`src/rtl/pipe_pkg.sv`:
```
// Shared definitions for the pipeline hazard controller.
//   jump_t  : jump_type encodings carried from the decoder
//   fwd_t   : operand forwarding select encodings
//   stage_t : per-stage control record kept for EX, MEM and WB
//   writes_reg() : true when a stage record produces a usable register write
package pipe_pkg;

  typedef enum logic [2:0] {
    JT_NONE = 3'b000,
    JT_BEQ  = 3'b001,
    JT_J    = 3'b010,
    JT_JR   = 3'b011
  } jump_t;

  typedef enum logic [1:0] {
    FWD_RF  = 2'b00,
    FWD_WB  = 2'b01,
    FWD_MEM = 2'b10
  } fwd_t;

  typedef struct packed {
    logic       valid;
    logic [4:0] rs1;
    logic [4:0] rs2;
    logic       use_rs1;
    logic       use_rs2;
    logic [4:0] rd;
    logic       we;
    logic       is_load;
    logic [2:0] jump_type;
  } stage_t;

  localparam stage_t STAGE_BUBBLE = '0;

  // Register 0 is hard-wired, so a write to it is never a forwarding source.
  function automatic logic writes_reg(input stage_t s);
    return s.valid && s.we && (s.rd != 5'd0);
  endfunction

endpackage

```
`src/rtl/pipeline_ctrl_if.sv`:
```
// Decoder/datapath <-> hazard controller bundle.
//   ID-stage decode info, EX zero flag and memory stall flow into the
//   controller; hold/flush/bubble/redirect strobes, forwarding selects and
//   event counters flow back out.
//   master : the datapath side (drives decode info)
//   slave  : the hazard controller
interface pipeline_ctrl_if #(parameter int CNT_W = 16);
  logic             id_valid;
  logic [4:0]       id_rs1_id;
  logic [4:0]       id_rs2_id;
  logic             id_use_rs1;
  logic             id_use_rs2;
  logic [4:0]       id_rdst_id;
  logic             id_we_regfile;
  logic             id_is_load;
  logic [2:0]       id_jump_type;
  logic             ex_zero;
  logic             mem_stall;
  logic             pc_hold;
  logic             ifid_hold;
  logic             ifid_flush;
  logic             idex_bubble;
  logic             redirect;
  logic [1:0]       fwd_a_sel;
  logic [1:0]       fwd_b_sel;
  logic [CNT_W-1:0] stall_cnt;
  logic [CNT_W-1:0] flush_cnt;

  modport master (
    output id_valid, id_rs1_id, id_rs2_id, id_use_rs1, id_use_rs2,
           id_rdst_id, id_we_regfile, id_is_load, id_jump_type,
           ex_zero, mem_stall,
    input  pc_hold, ifid_hold, ifid_flush, idex_bubble, redirect,
           fwd_a_sel, fwd_b_sel, stall_cnt, flush_cnt
  );

  modport slave (
    input  id_valid, id_rs1_id, id_rs2_id, id_use_rs1, id_use_rs2,
           id_rdst_id, id_we_regfile, id_is_load, id_jump_type,
           ex_zero, mem_stall,
    output pc_hold, ifid_hold, ifid_flush, idex_bubble, redirect,
           fwd_a_sel, fwd_b_sel, stall_cnt, flush_cnt
  );
endinterface

```
`src/rtl/fwd_sel.sv`:
```
// Forwarding select for one EX operand.
//   ex_rs/ex_use   : source register of the EX instruction and whether it is read
//   mem_wr/mem_rd  : MEM stage produces a register write, and its destination
//   wb_wr/wb_rd    : same for WB
//   sel            : FWD_MEM, FWD_WB or FWD_RF (MEM is the younger result and wins)
module fwd_sel
  import pipe_pkg::*;
(
  input  logic [4:0] ex_rs,
  input  logic       ex_use,
  input  logic       mem_wr,
  input  logic [4:0] mem_rd,
  input  logic       wb_wr,
  input  logic [4:0] wb_rd,
  output logic [1:0] sel
);

  // Pick the youngest in-flight producer of the operand; r0 never forwards.
  always_comb begin
    sel = FWD_RF;
    if (ex_use && (ex_rs != 5'd0) && mem_wr && (mem_rd == ex_rs)) begin
      sel = FWD_MEM;
    end else if (ex_use && (ex_rs != 5'd0) && wb_wr && (wb_rd == ex_rs)) begin
      sel = FWD_WB;
    end else begin
      sel = FWD_RF;
    end
  end

endmodule

```
`src/rtl/pipeline_ctrl.sv`:
```
// Hazard and forwarding controller for a 5-stage MIPS-style pipeline.
//   clk, rst : single clock, synchronous active-high reset
//   bus      : pipeline_ctrl_if slave -- decode info in; hold/flush/bubble/
//              redirect strobes, forwarding selects and stall/flush event
//              counters out.
// Tracks EX/MEM/WB control records, resolves control and load-use hazards
// with priority mem_stall > EX redirect > load-use > ID jump, and forwards
// from MEM/WB into EX.
module pipeline_ctrl
  import pipe_pkg::*;
#(
  parameter int CNT_W = 16
) (
  input  logic        clk,
  input  logic        rst,
  pipeline_ctrl_if.slave bus
);

  stage_t           ex_q, mem_q, wb_q;
  stage_t           ex_d, mem_d, wb_d;
  stage_t           id_rec_s;
  logic [CNT_W-1:0] stall_cnt_q, stall_cnt_d;
  logic [CNT_W-1:0] flush_cnt_q, flush_cnt_d;
  logic             ex_redirect_s, load_use_s, id_redirect_s;
  logic             pc_hold_s, ifid_hold_s, ifid_flush_s, idex_bubble_s, redirect_s;
  logic             stall_evt_s;
  logic [1:0]       fwd_a_s, fwd_b_s;
  logic             rec_unused_s;

  // WB is the last stage: only its destination fields feed forwarding.
  assign rec_unused_s = ^wb_q;

  // Assemble the ID instruction into a stage record.
  always_comb begin
    id_rec_s           = STAGE_BUBBLE;
    id_rec_s.valid     = bus.id_valid;
    id_rec_s.rs1       = bus.id_rs1_id;
    id_rec_s.rs2       = bus.id_rs2_id;
    id_rec_s.use_rs1   = bus.id_use_rs1;
    id_rec_s.use_rs2   = bus.id_use_rs2;
    id_rec_s.rd        = bus.id_rdst_id;
    id_rec_s.we        = bus.id_we_regfile;
    id_rec_s.is_load   = bus.id_is_load;
    id_rec_s.jump_type = bus.id_jump_type;
  end

  // Raw hazard conditions before prioritisation.
  always_comb begin
    ex_redirect_s = ex_q.valid &&
                    (((ex_q.jump_type == JT_BEQ) && bus.ex_zero) ||
                     (ex_q.jump_type == JT_JR));
    load_use_s    = ex_q.valid && ex_q.is_load && (ex_q.rd != 5'd0) &&
                    ((bus.id_use_rs1 && (bus.id_rs1_id == ex_q.rd)) ||
                     (bus.id_use_rs2 && (bus.id_rs2_id == ex_q.rd)));
    id_redirect_s = bus.id_valid && (bus.id_jump_type == JT_J);
  end

  // Prioritised response; only the highest-priority event acts this cycle.
  always_comb begin
    pc_hold_s     = 1'b0;
    ifid_hold_s   = 1'b0;
    ifid_flush_s  = 1'b0;
    idex_bubble_s = 1'b0;
    redirect_s    = 1'b0;
    stall_evt_s   = 1'b0;
    if (rst) begin
      pc_hold_s = 1'b0;
    end else if (bus.mem_stall) begin
      pc_hold_s   = 1'b1;
      ifid_hold_s = 1'b1;
    end else if (ex_redirect_s) begin
      redirect_s    = 1'b1;
      ifid_flush_s  = 1'b1;
      idex_bubble_s = 1'b1;
    end else if (load_use_s) begin
      // One bubble suffices: next cycle the load sits in MEM and EX is empty.
      pc_hold_s     = 1'b1;
      ifid_hold_s   = 1'b1;
      idex_bubble_s = 1'b1;
      stall_evt_s   = 1'b1;
    end else if (id_redirect_s) begin
      redirect_s   = 1'b1;
      ifid_flush_s = 1'b1;
    end else begin
      pc_hold_s = 1'b0;
    end
  end

  // Next-state for stage records and saturating event counters.
  always_comb begin
    ex_d        = ex_q;
    mem_d       = mem_q;
    wb_d        = wb_q;
    stall_cnt_d = stall_cnt_q;
    flush_cnt_d = flush_cnt_q;
    if (bus.mem_stall) begin
      ex_d = ex_q;
    end else begin
      ex_d  = (idex_bubble_s || !bus.id_valid) ? STAGE_BUBBLE : id_rec_s;
      mem_d = ex_q;
      wb_d  = mem_q;
      if (stall_evt_s && (stall_cnt_q != '1)) begin
        stall_cnt_d = stall_cnt_q + 1'b1;
      end else begin
        stall_cnt_d = stall_cnt_q;
      end
      if (redirect_s && (flush_cnt_q != '1)) begin
        flush_cnt_d = flush_cnt_q + 1'b1;
      end else begin
        flush_cnt_d = flush_cnt_q;
      end
    end
  end

  // State registers.
  always_ff @(posedge clk) begin
    if (rst) begin
      ex_q        <= STAGE_BUBBLE;
      mem_q       <= STAGE_BUBBLE;
      wb_q        <= STAGE_BUBBLE;
      stall_cnt_q <= '0;
      flush_cnt_q <= '0;
    end else begin
      ex_q        <= ex_d;
      mem_q       <= mem_d;
      wb_q        <= wb_d;
      stall_cnt_q <= stall_cnt_d;
      flush_cnt_q <= flush_cnt_d;
    end
  end

  fwd_sel u_fwd_a (
    .ex_rs  (ex_q.rs1),
    .ex_use (ex_q.use_rs1),
    .mem_wr (writes_reg(mem_q)),
    .mem_rd (mem_q.rd),
    .wb_wr  (writes_reg(wb_q)),
    .wb_rd  (wb_q.rd),
    .sel    (fwd_a_s)
  );

  fwd_sel u_fwd_b (
    .ex_rs  (ex_q.rs2),
    .ex_use (ex_q.use_rs2),
    .mem_wr (writes_reg(mem_q)),
    .mem_rd (mem_q.rd),
    .wb_wr  (writes_reg(wb_q)),
    .wb_rd  (wb_q.rd),
    .sel    (fwd_b_s)
  );

  // Every output reads as zero while reset is held.
  assign bus.pc_hold     = pc_hold_s;
  assign bus.ifid_hold   = ifid_hold_s;
  assign bus.ifid_flush  = ifid_flush_s;
  assign bus.idex_bubble = idex_bubble_s;
  assign bus.redirect    = redirect_s;
  assign bus.fwd_a_sel   = rst ? FWD_RF : fwd_a_s;
  assign bus.fwd_b_sel   = rst ? FWD_RF : fwd_b_s;
  assign bus.stall_cnt   = rst ? '0 : stall_cnt_q;
  assign bus.flush_cnt   = rst ? '0 : flush_cnt_q;

endmodule
```
`src/flat_wrapper.sv`:
```
// flat-port wrapper written by rule: the top's interface ports become plain ports
module pipeline_ctrl_flat import pipe_pkg::*;
#(
  parameter int CNT_W = 16
)
  (clk, rst, bus_id_valid, bus_id_rs1_id, bus_id_rs2_id, bus_id_use_rs1, bus_id_use_rs2, bus_id_rdst_id, bus_id_we_regfile, bus_id_is_load, bus_id_jump_type, bus_ex_zero, bus_mem_stall, bus_pc_hold, bus_ifid_hold, bus_ifid_flush, bus_idex_bubble, bus_redirect, bus_fwd_a_sel, bus_fwd_b_sel, bus_stall_cnt, bus_flush_cnt);
  pipeline_ctrl_if #(.CNT_W(CNT_W)) bus_i ();
  input  logic clk;
  input  logic rst;
  input wire logic [$bits(bus_i.id_valid)-1:0] bus_id_valid;
  input wire logic [$bits(bus_i.id_rs1_id)-1:0] bus_id_rs1_id;
  input wire logic [$bits(bus_i.id_rs2_id)-1:0] bus_id_rs2_id;
  input wire logic [$bits(bus_i.id_use_rs1)-1:0] bus_id_use_rs1;
  input wire logic [$bits(bus_i.id_use_rs2)-1:0] bus_id_use_rs2;
  input wire logic [$bits(bus_i.id_rdst_id)-1:0] bus_id_rdst_id;
  input wire logic [$bits(bus_i.id_we_regfile)-1:0] bus_id_we_regfile;
  input wire logic [$bits(bus_i.id_is_load)-1:0] bus_id_is_load;
  input wire logic [$bits(bus_i.id_jump_type)-1:0] bus_id_jump_type;
  input wire logic [$bits(bus_i.ex_zero)-1:0] bus_ex_zero;
  input wire logic [$bits(bus_i.mem_stall)-1:0] bus_mem_stall;
  output wire logic [$bits(bus_i.pc_hold)-1:0] bus_pc_hold;
  output wire logic [$bits(bus_i.ifid_hold)-1:0] bus_ifid_hold;
  output wire logic [$bits(bus_i.ifid_flush)-1:0] bus_ifid_flush;
  output wire logic [$bits(bus_i.idex_bubble)-1:0] bus_idex_bubble;
  output wire logic [$bits(bus_i.redirect)-1:0] bus_redirect;
  output wire logic [$bits(bus_i.fwd_a_sel)-1:0] bus_fwd_a_sel;
  output wire logic [$bits(bus_i.fwd_b_sel)-1:0] bus_fwd_b_sel;
  output wire logic [$bits(bus_i.stall_cnt)-1:0] bus_stall_cnt;
  output wire logic [$bits(bus_i.flush_cnt)-1:0] bus_flush_cnt;
  assign bus_i.id_valid = bus_id_valid;
  assign bus_i.id_rs1_id = bus_id_rs1_id;
  assign bus_i.id_rs2_id = bus_id_rs2_id;
  assign bus_i.id_use_rs1 = bus_id_use_rs1;
  assign bus_i.id_use_rs2 = bus_id_use_rs2;
  assign bus_i.id_rdst_id = bus_id_rdst_id;
  assign bus_i.id_we_regfile = bus_id_we_regfile;
  assign bus_i.id_is_load = bus_id_is_load;
  assign bus_i.id_jump_type = bus_id_jump_type;
  assign bus_i.ex_zero = bus_ex_zero;
  assign bus_i.mem_stall = bus_mem_stall;
  assign bus_pc_hold = bus_i.pc_hold;
  assign bus_ifid_hold = bus_i.ifid_hold;
  assign bus_ifid_flush = bus_i.ifid_flush;
  assign bus_idex_bubble = bus_i.idex_bubble;
  assign bus_redirect = bus_i.redirect;
  assign bus_fwd_a_sel = bus_i.fwd_a_sel;
  assign bus_fwd_b_sel = bus_i.fwd_b_sel;
  assign bus_stall_cnt = bus_i.stall_cnt;
  assign bus_flush_cnt = bus_i.flush_cnt;
  pipeline_ctrl #(.CNT_W(CNT_W)) u_core (.clk(clk), .rst(rst), .bus(bus_i));
endmodule
```
`config.mk`:
```
export PLATFORM = sky130hd
export DESIGN_NAME = pipeline_ctrl_flat
export DESIGN_NICKNAME = d
export VERILOG_FILES = /design/src/rtl/pipe_pkg.sv /design/src/rtl/pipeline_ctrl_if.sv /design/src/rtl/fwd_sel.sv /design/src/rtl/pipeline_ctrl.sv /design/src/flat_wrapper.sv
export SDC_FILE = /design/constraint.sdc
export NUM_CORES = 1
export LEC_CHECK = 0
export CAP_MARGIN = 20
export CORE_ASPECT_RATIO = 0.5
export CORE_UTILIZATION = 45
export CTS_CLUSTER_SIZE = 40
export DETAILED_ROUTE_END_ITERATION = 10
export PLACE_DENSITY = 0.7
export SLEW_MARGIN = 20
export SYNTH_ARGS = -nofsm -noshare
export SYNTH_HDL_FRONTEND = slang
export SYNTH_SLANG_ARGS = --single-unit
```
`constraint.sdc`:
```
create_clock -name clk -period 2.52 [get_ports clk]
set_input_delay 0.63 -clock clk [delete_from_list [all_inputs] [get_ports clk]]
set_output_delay 0.63 -clock clk [all_outputs]
set_load 0.01 [all_outputs]
```
---- After elaboration in Yosys (flattened, before gate mapping) ----
Cells that the tools add are included.
word-level totals
  flip-flop bits (word level) ............. 69
  bits of input ports ..................... 27
  output and inout port bits .............. 41
  logic and storage cells ................. 89
cells by class
  add/sub/neg operators ................... 2
  equal/unequal tests ..................... 11
  mux-type cells .......................... 23
  bitwise logic cells ..................... 1
  reductions and logical operators ........ 35
operator list
  cell                                                              number
  16-bit by 1-bit adder with 16-bit output (second input constant)  2
  16-bit two-way mux                                                2
  16-bit != test (second input constant)                            2
  5-bit == test                                                     6
  5-bit nonzero test                                                5
  1-bit logical AND                                                 24
  23-bit two-way mux                                                1
  1-bit two-way mux                                                 16
  2-bit two-way mux                                                 4
  3-bit by 2-bit == test with 1-bit output (second input constant)  2
  2-bit AND reduction                                               2
  3-bit by 1-bit == test with 1-bit output (second input constant)  1
  1-bit logical OR                                                  3
  1-bit logical NOT                                                 1
  1-bit NOT                                                         1

---- Logic depth before layout (Yosys ltp) ----
  depth in word-level cells ............... 10
  mapped depth ............................ 7
  gate-level depth less buffers ........... 7

---- By module ----
Synthesis repeated with hierarchy kept, for this count alone.
second synthesis, totals
  cell total of the unflattened synthesis .. 387
  area total of the unflattened synthesis .. 3463.3 µm²
by module, submodules not included
  module         times used  cells each  area each (µm²)  sequential area each (µm²)
  pipeline_ctrl  1           351         3173.0           1381.3
  fwd_sel        2           18          145.1            0.0

---- Worst setup path before layout ----
No wires, ideal clock.
  kind .................................... input-to-output
  start point ............................. input rst
  end point ............................... output bus_pc_hold
  arrival ................................. 1.947 ns
  data required time ...................... 1.890 ns
  slack ................................... -0.057 ns
  cell stages on the path ................. 6
  path buffers ............................ 5
  path through ............................ clkbuf_1 > clkbuf_1 > clkbuf_8 > clkbuf_1 > nor2_1 > buf_4
on the way
  cells in the longest elaborated chain, start to end .. 1
RTL lines
  item               line                RTL
  start, declared    flat_wrapper.sv:9   input logic rst;
  1-bit two-way mux  n/a
  end, declared      flat_wrapper.sv:21  output wire logic [$bits(bus_i.pc_hold)-1:0] bus_pc_hold;
No other way between the ends.

---- Worst setup path in the final report ----
  start point ............................. register u_core.mem_q[5] (netlist name)
  end point ............................... output bus_fwd_b_sel[0]
on the way
  cells in the longest elaborated chain, start to end .. 6
  elaborated cells on any way between the ends .. 7
  those cells by class .................... 1 x eq/ne; 2 x mux; 4 x reduce/logical
RTL lines
  item                    line                  RTL
  start, declared         pipeline_ctrl.sv:19   stage_t ex_q, mem_q, wb_q;
  start signal, assigned  pipeline_ctrl.sv:125  mem_q <= mem_d;
  5-bit nonzero test      pipe_pkg.sv:37        return s.valid && s.we && (s.rd != 5'd0);
  1-bit logical AND       pipe_pkg.sv:37
  1-bit logical AND       fwd_sel.sv:21         if (ex_use && (ex_rs != 5'd0) && mem_wr && (mem_rd == ex_rs)) begin
  1-bit logical AND *     fwd_sel.sv:21
  2-bit two-way mux *     fwd_sel.sv:21
  2-bit two-way mux *     pipeline_ctrl.sv:159  assign bus.fwd_b_sel = rst ? FWD_RF : fwd_b_s;
  end, declared           flat_wrapper.sv:27    output wire logic [$bits(bus_i.fwd_b_sel)-1:0] bus_fwd_b_sel;
Every way passes the cells marked *; elsewhere a longest branch is shown, timed or not.

==> impl_metrics.csv <==
group,metric,value,unit
detailed_routing,viasPerCell,5.33,
synthesis,synth_top_flop_cell,"dfxtp_1",
clock_network,htree_levels,3,
detailed_routing,drc,0,
clock_network,clk_pin_slew_worst_paths,0.06,ns
run_status,violations,"negative setup slack",
clock_network,cts_hold_buffers,0,
synthesis,yosysSeqAreaShare,0.388,
hold_path,min_path_type,"reg2reg",
finish,drive_above_1_share,0.245,
place,placed_cells,597,
worst_setup_path,crit_chain,"or4_1 -> o211ai_1 -> buf_4 -> nor3_1 -> nor4_1 -> buf_2",
grt,grt_pass1_wl,14200,um
power,ir_worst_vdd,0.000366,V
finish,synthToLayoutAreaGrowth,40.0,%
timing,period_share,1.07,
synthesis,synth_edf_count,0,
clock_network,insertion_delay,0.33,ns
synthesis,syn-cell-area,0.00356,mm2
synthesis,synth_area_leaders,"dfxtp_1 (39%), nor2_1 (5.7%), a22o_1 (5.4%)",
power,p_total,2.78,mW
worst_setup_path,cp.required,1.89,ns
timing,rsz0062_at_grt,"true",
synthesis,yosysWarnings,0,
worst_setup_path,reg2regPathDepth,8,
synthesis,synth_seq_cells,69,
worst_setup_path,worstSetupPathType,"reg2out",
worst_setup_path,critPathArrivalTime,2.06,ns
synthesis,synthAdderAreaFrac,0.00702,
timing,min_period,2.69,ns
synthesis,synth_compound_area_frac,0.120,
worst_setup_path,slowest_delay,0.51,ns
clock_network,root_buffer,"clkbuf_16",
detailed_routing,wire_per_inst,14.4,um
detailed_routing,drt_iter0_drc,166,
synthesis,syn_inst,400,
finish,instances_no_fill,619,
grt,grt_usage,0.221,
worst_setup_path,slowest_stage,"or4_1",
grt,grt_pass1_vias,3008,
detailed_routing,wl,8910,um
timing,finalHoldViolations,0,
job,timing.max_cap.violations,0,
grt,overflow,0,
finish,nNetsFinal,536,
detailed_routing,num_vias,3302,
detailed_routing,postRouteAntennaNets,0,
floorplanning,initial_core_util,0.476,
timing,finalMaxSlewViolations,0,
worst_setup_path,crit_path_start_kind,"register",
hold_path,min_delay_path_depth,1,
synthesis,synth_top_area_frac,0.388,
synthesis,synth_top_cell_by_area,"dfxtp_1",
floorplanning,die_w,128,um
place,routabilityCongestion,0.841,
clock_network,cts_buffers,9,
worst_setup_path,endpoint_kind,"output pin",
floorplanning,dieArea,0.00830,mm2
floorplanning,num_rows,22,
synthesis,ys_top_cells_by_count,"dfxtp_1 (69), nor2_1 (54), nor2b_1 (26)",
grt,antenna_found_initial,0,
timing,layout_setup_ws,-0.172,ns
timing,worst_pin_slew,0.316,ns
place,post-dp-hpwl,6230,um
finish,antennaDiodeCount,0,
synthesis,yosys.area_share.simple,0.265,
run_status,status,"finished with violations",
synthesis,synthXorXnorAreaFrac,0.0811,
synthesis,synth.distinct_cells,44,
power,p_leak,2.11,nW
timing,max_freq,371,MHz
synthesis,synth_most_common_cell,"dfxtp_1",
timing,slew-limit-headroom,0.787,
grt,grt_max_degree,29,
floorplanning,fp.dieH,64.9,um
clock_network,clockBufferDepth,2,
timing,setup_viol,4,
clock_network,clock_sinks,69,
synthesis,synth_top_family_by_area,"simple AND/OR/NAND/NOR gates",
floorplanning,core_area,0.00749,mm2
place,io_buffers,67,
finish,fillers,644,
worst_setup_path,cp_max_fo,2,
synthesis,synthArstFlopShare,0,
synthesis,postSynthAreaPerCell,8.91,um2
power,power_density,558,mW/mm2
synthesis,synth.area.mux_share,0.104,
synthesis,synth_nets,429,
clock_network,cts_tree,"built",
detailed_routing,first_pass_iters,4,
floorplanning,io_pins,68,
timing,fin_skew,0.00542,ns
[placed cells by master, fill, tap and decap left out, drive strengths merged, types with 12 or more instances in the layout]
cell type,instances
a21oi,12
a22o,23
buf,60
clkbuf,16
clkdlybuf4s50,42
dfxtp,69
mux2,18
mux2i,15
nand2,23
nand3,19
nand4,15
nor2,54
nor2b,26
nor3,14
xnor2,18
xor2,15
[metrics by stage]
stage | util | worst slack [ns] | hold WS, ns | area, um2 | TNS, ns
finish | 0.667 | -0.172 | 0.477 | 4990 | -0.579
global route | 0.667 | -0.286 | 0.493 | 4990 | -1.31
detailed placement | 0.616 | -0.671 | 0.461 | 4610 | -12.77
floorplan | - | 0.000445 | 0.436 | 3570 | 0
global placement | 0.616 | -0.665 | 0.453 | 4610 | -12.47
CTS | 0.664 | -0.178 | 0.478 | 4970 | -0.668
[layout make-up]
class	count	area, um2	share of cell area
Timing Repair Buffer	115	992	0.199
Clock buffer	9	225	0.0451
Clock inverter	6	113	0.0226
Inverter	8	30.0	0.00602
Multi-Input combinational cell	304	2110	0.423
Tap cell	108	135	0.0271
Sequential cell	69	1390	0.278
[metal layers]
| metal | share of wire | vias up | GRT usage |
|---|---|---|---|
| li1 | - | 1647 | - |
| met2 | 0.48 | 73 | 0.377 |
| met5 | 0 | - | 0 |
| met4 | 0.0098 | 0 | 0.0647 |
| met3 | 0.049 | 11 | 0.0628 |
| met1 | 0.46 | 1571 | 0.271 |
[flip-flops by register name, indices dropped and copies added (netlist names)]
| signal | flops |
|---|---|
| u_core.wb_q | 7 |
| u_core.ex_q | 23 |
| u_core.mem_q | 7 |
| u_core.flush_cnt_q | 16 |
| u_core.stall_cnt_q | 16 |
[worst max-delay path: cells and delay by family (launching register included)]
kind,cells,cell delay [ns]
AO/OA/AOI/OAI,1,0.29
buffers and inverters,2,0.36
flip-flops,1,0.31
AND/OR/NAND/NOR,3,0.78
[logic make-up (layout without fill, tap and decap cells)]
| family | Yosys count | in the layout |
|---|---|---|
| xor gates and xnor gates | 33 | 33 |
| DFF | 69 | 69 |
| adders and majority gates | 2 | 2 |
| muxes | 33 | 33 |
| and+or+nand+nor | 182 | 182 |
| AOI/OAI and AO/OA | 54 | 54 |
| buffers and inverters | 27 | 138 |
[path summary, 6_finish.rpt]
check	startpoint	end	slack [ns]
hold / removal	u_core.ex_q[2]	u_core.ex_q[2]	0.48
setup reg to reg	u_core.ex_q[9]	u_core.flush_cnt_q[9]	0.13
hold reg to reg	u_core.ex_q[2]	u_core.ex_q[2]	0.48
setup / recovery	u_core.mem_q[5]	bus_fwd_b_sel[0]	-0.17
[report_power, final]
| part | switching, mW | internal (mW) |
|---|---|---|
| clock | 0.474 | 0.962 |
| sequential | 0.0187 | 1.11 |
| combinational | 0.104 | 0.115 |
| total | 0.597 | 2.19 |
[what timing repair did]
action / CTS / global route
pin swaps: 7 / 16
endpoints found under the setup margin: 12 / 13
endpoints found under the hold margin: 0 / 0
setup buffers: 6 / 3
gates resized for setup: 67 / 25
No activity file was read; power rests on OpenSTA's default activity.
